[src/rtl/uart_receiver.sv]
// rtl/uart_receiver.sv - UART receive path: synchroniser, start qualification, mid-bit sampling, holding register.
module uart_receiver #(
  parameter int DATA_WIDTH   = 8,
  parameter int CLKS_PER_BIT = 16
) (
  input  logic                  i_clock,
  input  logic                  i_async_resetL,
  input  logic                  i_serial_in,
  input  logic                  i_read_ack,
  output logic [DATA_WIDTH-1:0] o_data,
  output logic                  o_data_ready,
  output logic                  o_framing_error,
  output logic                  o_overrun,
  output logic                  o_busy
);

  localparam int CNT_W = $clog2(CLKS_PER_BIT);
  localparam int IDX_W = $clog2(DATA_WIDTH) + 1;
  localparam logic [CNT_W-1:0] HALF_LAST = CNT_W'(CLKS_PER_BIT/2 - 1);
  localparam logic [CNT_W-1:0] BIT_LAST  = CNT_W'(CLKS_PER_BIT - 1);
  localparam logic [IDX_W-1:0] IDX_LAST  = IDX_W'(DATA_WIDTH - 1);

  typedef enum logic [2:0] {
    S_IDLE, S_START, S_DATA, S_STOP, S_WAIT_IDLE
  } state_t;

  state_t                r_state, w_next_state;
  logic                  r_sync1, r_sync2;
  logic                  w_rx_s;
  logic [CNT_W-1:0]      r_cnt;
  logic [IDX_W-1:0]      r_bit_idx;
  logic [DATA_WIDTH-1:0] r_shift;
  logic [DATA_WIDTH-1:0] r_data;
  logic                  r_data_ready, r_framing_error, r_overrun;
  logic                  w_cnt_clr, w_idx_clr, w_shift_en, w_load, w_drop, w_frame_err;

  assign w_rx_s = r_sync2;

  always_ff @(posedge i_clock or negedge i_async_resetL) begin
    if (!i_async_resetL) begin
      r_sync1 <= 1'b1;
      r_sync2 <= 1'b1;
      r_state <= S_IDLE;
    end else begin
      r_sync1 <= i_serial_in;
      r_sync2 <= r_sync1;
      r_state <= w_next_state;
    end
  end

  always_comb begin
    w_next_state = r_state;
    w_cnt_clr    = 1'b0;
    w_idx_clr    = 1'b0;
    w_shift_en   = 1'b0;
    w_load       = 1'b0;
    w_drop       = 1'b0;
    w_frame_err  = 1'b0;
    case (r_state)
      S_IDLE: begin
        w_cnt_clr = 1'b1;
        if (!w_rx_s) w_next_state = S_START;
      end
      S_START: begin
        if (r_cnt == HALF_LAST) begin
          w_cnt_clr = 1'b1;
          if (!w_rx_s) begin
            w_next_state = S_DATA;
            w_idx_clr    = 1'b1;
          end else begin
            w_next_state = S_IDLE;
          end
        end
      end
      S_DATA: begin
        if (r_cnt == BIT_LAST) begin
          w_cnt_clr  = 1'b1;
          w_shift_en = 1'b1;
          if (r_bit_idx == IDX_LAST) w_next_state = S_STOP;
        end
      end
      S_STOP: begin
        if (r_cnt == BIT_LAST) begin
          w_cnt_clr = 1'b1;
          if (w_rx_s) begin
            w_next_state = S_IDLE;
            if (!r_data_ready || i_read_ack) w_load = 1'b1;
            else                              w_drop = 1'b1;
          end else begin
            w_frame_err  = 1'b1;
            w_next_state = S_WAIT_IDLE;
          end
        end
      end
      S_WAIT_IDLE: begin
        w_cnt_clr = 1'b1;
        if (w_rx_s) w_next_state = S_IDLE;
      end
      default: w_next_state = S_IDLE;
    endcase
  end

  // Returning to IDLE mid stop bit lets a back-to-back start bit be caught.
  always_ff @(posedge i_clock or negedge i_async_resetL) begin
    if (!i_async_resetL) begin
      r_cnt           <= '0;
      r_bit_idx       <= '0;
      r_shift         <= '0;
      r_data          <= '0;
      r_data_ready    <= 1'b0;
      r_framing_error <= 1'b0;
      r_overrun       <= 1'b0;
    end else begin
      r_cnt           <= w_cnt_clr ? '0 : r_cnt + 1'b1;
      r_framing_error <= w_frame_err;
      if (w_idx_clr)       r_bit_idx <= '0;
      else if (w_shift_en) r_bit_idx <= r_bit_idx + 1'b1;
      if (w_shift_en) r_shift <= {w_rx_s, r_shift[DATA_WIDTH-1:1]};
      if (w_load) begin
        r_data       <= r_shift;
        r_data_ready <= 1'b1;
        if (i_read_ack) r_overrun <= 1'b0;
      end else begin
        if (i_read_ack && r_data_ready) begin
          r_data_ready <= 1'b0;
          r_overrun    <= 1'b0;
        end
        if (w_drop) r_overrun <= 1'b1;
      end
    end
  end

  assign o_data          = r_data;
  assign o_data_ready    = r_data_ready;
  assign o_framing_error = r_framing_error;
  assign o_overrun       = r_overrun;
  assign o_busy          = (r_state != S_IDLE);

endmodule

[config.mk]
export PLATFORM = sky130hd
export DESIGN_NAME = uart_receiver
export DESIGN_NICKNAME = d
export VERILOG_FILES = /design/src/rtl/uart_receiver.sv
export SDC_FILE = /design/constraint.sdc
export NUM_CORES = 1
export LEC_CHECK = 0
export ABC_AREA = 1
export ABC_CLOCK_PERIOD_IN_PS = 1400
export BUFFER_PORTS_ARGS = -buffer_cell sky130_fd_sc_hd__buf_2
export CORE_AREA = 5 5 68 58
export CTS_BUF_LIST = sky130_fd_sc_hd__clkbuf_4
export CTS_CLUSTER_DIAMETER = 30
export CTS_CLUSTER_SIZE = 30
export DETAILED_ROUTE_END_ITERATION = 12
export DIE_AREA = 0 0 73 63
export GPL_TIMING_DRIVEN = 0
export PLACE_DENSITY = 0.76
export SLEW_MARGIN = 0
export SYNTH_ARGS = -nofsm -noshare
export SYNTH_HDL_FRONTEND = slang
export SYNTH_SLANG_ARGS = --single-unit
[constraint.sdc]
create_clock -name i_clock -period 1.4 [get_ports i_clock]
set_input_delay 0.07 -clock i_clock [delete_from_list [all_inputs] [get_ports i_clock]]
set_output_delay 0.07 -clock i_clock [all_outputs]
set_load 0.1 [all_outputs]
==> results of run 1 <==
[stage by stage]
step / setup TNS (ps) / util [%] / setup WS (ps)
after floorplan: 0 / - / 30.7
after global placement: -1.26 / 50.5 / -1.26
after detailed placement: -17.8 / 50.5 / -14.3
after CTS: 0 / 53.6 / 6.34
after global routing: -304 / 54.3 / -48.8
final: 0 / 54.3 / 26.5
[logic make-up (layout without fill, tap and decap cells)]
kind of cell    count (synthesis)  in the layout  synth area share [%]
fa+ha+maj                       2              2                  1.67
xor+xnor                        4              4                  2.33
buf+inv                        26             52                  7.74
flops                          32             32                  53.5
compound gates                 21             21                  9.24
simple gates                   85             85                  25.6
[per-layer routing]
metal  GRT usage [%]  up-vias
li1                -      584
met1            18.9      546
met2            20.8       26
met3            4.82        5
met4            2.76        0
met5               0        -
[flip-flops by register name (all words and copies together) (netlist names)]
register	count
o_data	8
r_shift	8
r_bit_idx	4
r_cnt	4
r_state	3
o_data_ready	1
o_framing_error	1
o_overrun	1
r_sync1	1
r_sync2	1
[worst max-delay path, stage by stage, from the launching register on]
cell and delay (ps):
dfrtp_1 420, ha_4 180, nand3_4 120, nor2_4 170, nand2_4 100, buf_6 170
nand2_2 60, o21ai_2 40
[path summary, 6_finish.rpt]
path,startpoint,cells after the start,endpoint
max,r_cnt[0],7,o_data[6]
min,i_async_resetL,2,o_framing_error
max reg2reg,r_cnt[0],7,o_data[6]
min reg2reg,r_sync1,0,r_sync2
max in group asynchronous,i_async_resetL,2,o_data_ready
min in group i_clock,r_sync1,0,r_sync2
[power by group]
part,switching (uW),internal (uW)
registers,109,996
clock network,307,184
logic,428,219
[repair_timing]
action                                  CTS  global route
hold buffers                              3             0
gates resized for setup                   5             7
hold endpoints to repair                 32             0
endpoints found under the setup margin    9            28
setup buffers                             0             0
[layout by cell type (no fill, tap or decap), drive strengths merged]
cell type	count
clkinv	3
o21ai	20
nand2	44
nand3	16
xor2	3
nand4	2
nor2	23
dfrtp	30
buf	18
clkbuf	5
dlygate4sd3	3
xnor2	1
inv	23
a21oi	1
ha	2
dfstp	2
[area by class of cell]
type | count | area, um2
buffer | 3 | 30.0
inverter | 23 | 86.3
clock buffer | 5 | 37.5
multi-input combinational | 112 | 617
tap | 42 | 52.6
clock inverter | 3 | 13.8
fill | 315 | 1480
timing repair buffer | 18 | 111
sequential | 32 | 808
==> results.py, run 1 <==
metrics = {
    "routing": {
        "drt-vias-per-instance": 4.88,
        "routed-wl-met2_mm": 1.27,
        "met3_length_um": 156,
        "drt-met1-wl_mm": 1.27,
        "drtPass1Iterations": 4,
        "wl_per_cell_um": 11.4,
        "antenna_left": 0,
        "drc": 0,
        "vias": 1161,
        "drt_iter0_drc": 84,
        "finalWirelength_mm": 2.72,
        "highest_layer": "met4",
    },
    "placed_design": {
        "gp_congestion": 0.842,
        "placed_cells": 227,
        "place_area_mm2": 0.00163,
        "dp_hpwl_mm": 1.96,
        "io_buffer_count": 15,
    },
    "die": {
        "initial_utilization_pct": 46.5,
        "ios": 16,
        "die_h_um": 63,
        "die_x_um": 73,
        "fp.dieArea_mm2": 0.00460,
        "core_area_mm2": 0.00323,
        "rows": 19,
    },
    "clocking": {
        "cts_tree": "done",
        "cts_buffer_depth": 2,
        "cts_root_buf": "clkbuf_4",
        "clk_latency_ps": 320,
        "numCtsBuffers": 5,
        "clk_pin_slew_ps": 100,
        "cts_htree_levels": 2,
        "clock_sinks": 32,
    },
    "synthesis": {
        "yosysSeqAreaShare_pct": 53.5,
        "yosysTopAreaCellShare_pct": 50.0,
        "avgSynthCellArea_um2": 8.84,
        "synthTopCellsByCount": "42 x nand2_1, 30 x dfrtp_1, 23 x inv_1, 20 x nor2_1, 14 x nand3_1",
        "async_flop_share_pct": 100,
        "synth_fp_nets": 176,
        "ys.flop_type": "dfrtp_1",
        "synth_edf_count": 0,
        "syn_inst": 170,
        "ys_types": 22,
        "synth_most_common_cell": "nand2_1",
        "synthTopCellsByArea": "dfrtp_1 50%, nand2_1 10%, inv_1 5.7%",
        "synth_area_leader_cell": "dfrtp_1",
        "syn_area_mm2": 0.00150,
        "ys_warn_count": 0,
        "ys_ff_latch": 32,
    },
    "pwr": {
        "power.density_mw_per_mm2": 1280,
        "p_leak_uw": 0.000894,
        "ir_drop_v": 0.000679,
        "total_power_uw": 2240,
    },
    "setup_path": {
        "crit_required_ps": 1620,
        "cp-end-kind": "register",
        "cp-start-kind": "register",
        "critPathKind": "reg -> reg",
        "crit_arrival_ps": 1590,
        "path_max_fanout": 10,
        "r2r_slack_ps": 30,
    },
    "timing": {
        "whs_ps": 314,
        "hold_viol_final": 0,
        "maxSlewViolCount": 0,
        "tightest_slew_ps": 690,
        "skew_ps": 8.67,
        "fin_crit_sh_pct": 98.1,
        "relSlewSlack_pct": 54.0,
        "rsz0062_at_grt": "true",
        "layout_min_cycle_time_ps": 1370,
        "fmax_mhz": 728,
        "setup_viol": 0,
    },
    "finish": {
        "nNetsFinal": 201,
        "fin_cells": 238,
        "area_delta_synth_final_pct": 16.9,
        "diodes": 0,
        "final_area_mm2": 0.00176,
        "drive_gt1_share_pct": 26.0,
    },
    "global_routing": {
        "grt_pass1_wl_mm": 4.99,
        "grt_pass1_vias": 1137,
        "grt_start_max_net_pins": 33,
        "grt_use_total_pct": 13.7,
        "gr-total-overflow": 0,
        "antenna_found_initial": 0,
    },
    "job": {
        "drv_cap": 0,
    },
    "hold_path": {
        "worstHoldPathType": "in -> async",
    },
    "status": {
        "status": "complete, no violations",
    },
}
Note: power is estimated with default switching activity, not from simulation.
==> run 2: changes to the inputs <==
--- a/config.mk
+++ b/config.mk
@@ -15,7 +15,7 @@
 export DETAILED_ROUTE_END_ITERATION = 12
 export DIE_AREA = 0 0 73 63
 export GPL_TIMING_DRIVEN = 0
-export PLACE_DENSITY = 0.76
+export PLACE_DENSITY_LB_ADDON = 0.08
 export SLEW_MARGIN = 0
 export SYNTH_ARGS = -nofsm -noshare
 export SYNTH_HDL_FRONTEND = slang
==> run 2 against run 1 <==
Routed wire length grew 4.7%. Clock power grew 39%. Worst hold slack gained 7.5 ps. Maximum frequency grew 5.0%. Critical path type is now reg -> out. Design area grew 2.6%.
==> results.py, run 2 (same netlist as run 1, synthesis figures left out) <==
metrics = {
    "clocking": {
        "clock_sinks": 32,
        "cts_htree_levels": 2,
        "cts_buffer_depth": 2,
        "cts_root_buf": "clkbuf_4",
        "clk_pin_slew_ps": 100,
        "cts_tree": "done",
        "numCtsBuffers": 5,
        "clk_latency_ps": 330,
    },
    "pwr": {
        "power.density_mw_per_mm2": 1380,
        "p_leak_uw": 0.000915,
        "total_power_uw": 2490,
        "ir_drop_v": 0.000623,
    },
    "job": {
        "drv_cap": 0,
    },
    "timing": {
        "maxSlewViolCount": 0,
        "finalSetupTns_ps": 0,
        "hold_viol_final": 0,
        "skew_ps": 2.65,
        "fin_crit_sh_pct": 93.5,
        "tightest_slew_ps": 714,
        "setup_viol": 0,
        "layout_min_cycle_time_ps": 1310,
        "rsz0062_at_grt": "false",
        "relSlewSlack_pct": 52.4,
        "fmax_mhz": 764,
    },
    "setup_path": {
        "worstReg2RegStart": "r_cnt[0]",
        "reg2reg_to": "o_data[6]",
        "r2r_slack_ps": 100,
        "crit_cells": 3,
        "path_max_fanout": 7,
        "crit_required_ps": 1330,
        "crit_arrival_ps": 1240,
        "worst_path_max_delay_cell": "dfrtp_2",
        "cp-end-kind": "output pin",
        "cp_num_buf_inv": 1,
        "slowest_delay_ps": 480,
        "ff2ff_path_depth": 7,
        "critPathKind": "reg -> out",
        "path_delay_family": "flip-flops",
        "cp_cell_sequence": "nor2_4, nand2_1, buf_6",
        "cp-start-kind": "register",
    },
    "die": {
        "ios": 16,
        "rows": 19,
        "die_x_um": 73,
        "die_h_um": 63,
        "fp.dieArea_mm2": 0.00460,
        "initial_utilization_pct": 46.5,
        "core_area_mm2": 0.00323,
    },
    "status": {
        "status": "complete, no violations",
    },
    "finish": {
        "final_common_cell": "nand2_1",
        "drive_gt1_share_pct": 27.1,
        "final_area_mm2": 0.00180,
        "nNetsFinal": 204,
        "diodes": 0,
        "final_cell_mix": "42 x nand2_1, 27 x dfrtp_1, 21 x inv_1, 18 x nor2_1",
        "area_delta_synth_final_pct": 19.9,
    },
    "placed_design": {
        "io_buffer_count": 15,
        "place_area_mm2": 0.00163,
        "dp_hpwl_mm": 1.99,
        "gp_congestion": 0.873,
    },
    "global_routing": {
        "antenna_found_initial": 0,
        "grt_pass1_vias": 1164,
        "grt_start_max_net_pins": 33,
        "grt_pass1_wl_mm": 5.22,
        "grt_use_total_pct": 14.5,
        "gr-total-overflow": 0,
    },
    "routing": {
        "drt-vias-per-instance": 4.80,
        "wl_per_cell_um": 11.8,
        "finalWirelength_mm": 2.85,
        "vias": 1156,
        "drt_iter0_drc": 50,
        "drtPass1Iterations": 4,
        "antenna_left": 0,
        "drc": 0,
    },
    "hold_path": {
        "worstHoldPathType": "in -> async",
    },
}
## run 2: final cells by class
class	count	area [um2]
Buffer	3	30.0
Clock buffer	5	37.5
Clock inverter	3	37.5
Fill cell	325	1430
Inverter	23	86.3
Multi-Input combinational cell	112	614
Sequential cell	32	810
Tap cell	42	52.6
Timing Repair Buffer	21	134
## run 2: worst max-delay path by stage
stage,start,endpoint
finish,r_state[0],o_busy
global route,r_state[0],r_bit_idx[3]
CTS,r_cnt[0],o_data[6]
detailed placement,r_cnt[0],o_data[6]
global placement,r_cnt[0],o_data[6]
floorplan,o_data_ready,o_data[6]
## run 2: per-stage QoR
step	cells	util, %	setup WS, ps	hold WS [ps]
global placement	227	50.5	-9.39	165
CTS	238	54.2	7.53	340
finish	241	55.7	91.6	322
detailed placement	227	50.5	-21.6	168
floorplan	170	-	30.7	-226
global route	241	55.7	6.92	374
## run 2: report_power, final
part           switching (uW)  total (uW)  internal, uW
clock network             319         684           365
registers                 102        1100           996
logic                     446         707           261
## run 2: layer usage
| layer | routed length (um) | up-vias | track usage, % |
|---|---|---|---|
| li1 | - | 588 | - |
| met1 | 1340 | 545 | 18.6 |
| met2 | 1360 | 18 | 22.8 |
| met3 | 108 | 5 | 4.02 |
| met4 | 37 | 0 | 5.99 |
| met5 | 0 | - | 0 |
## run 2: what timing repair did
action	CTS	global route
cloned	0	0
endpoints found under the hold margin	32	0
pin swaps	0	1
hold buffers	3	0
setup endpoints to repair	5	28
setup buffers	0	3
gates resized for setup	4	9
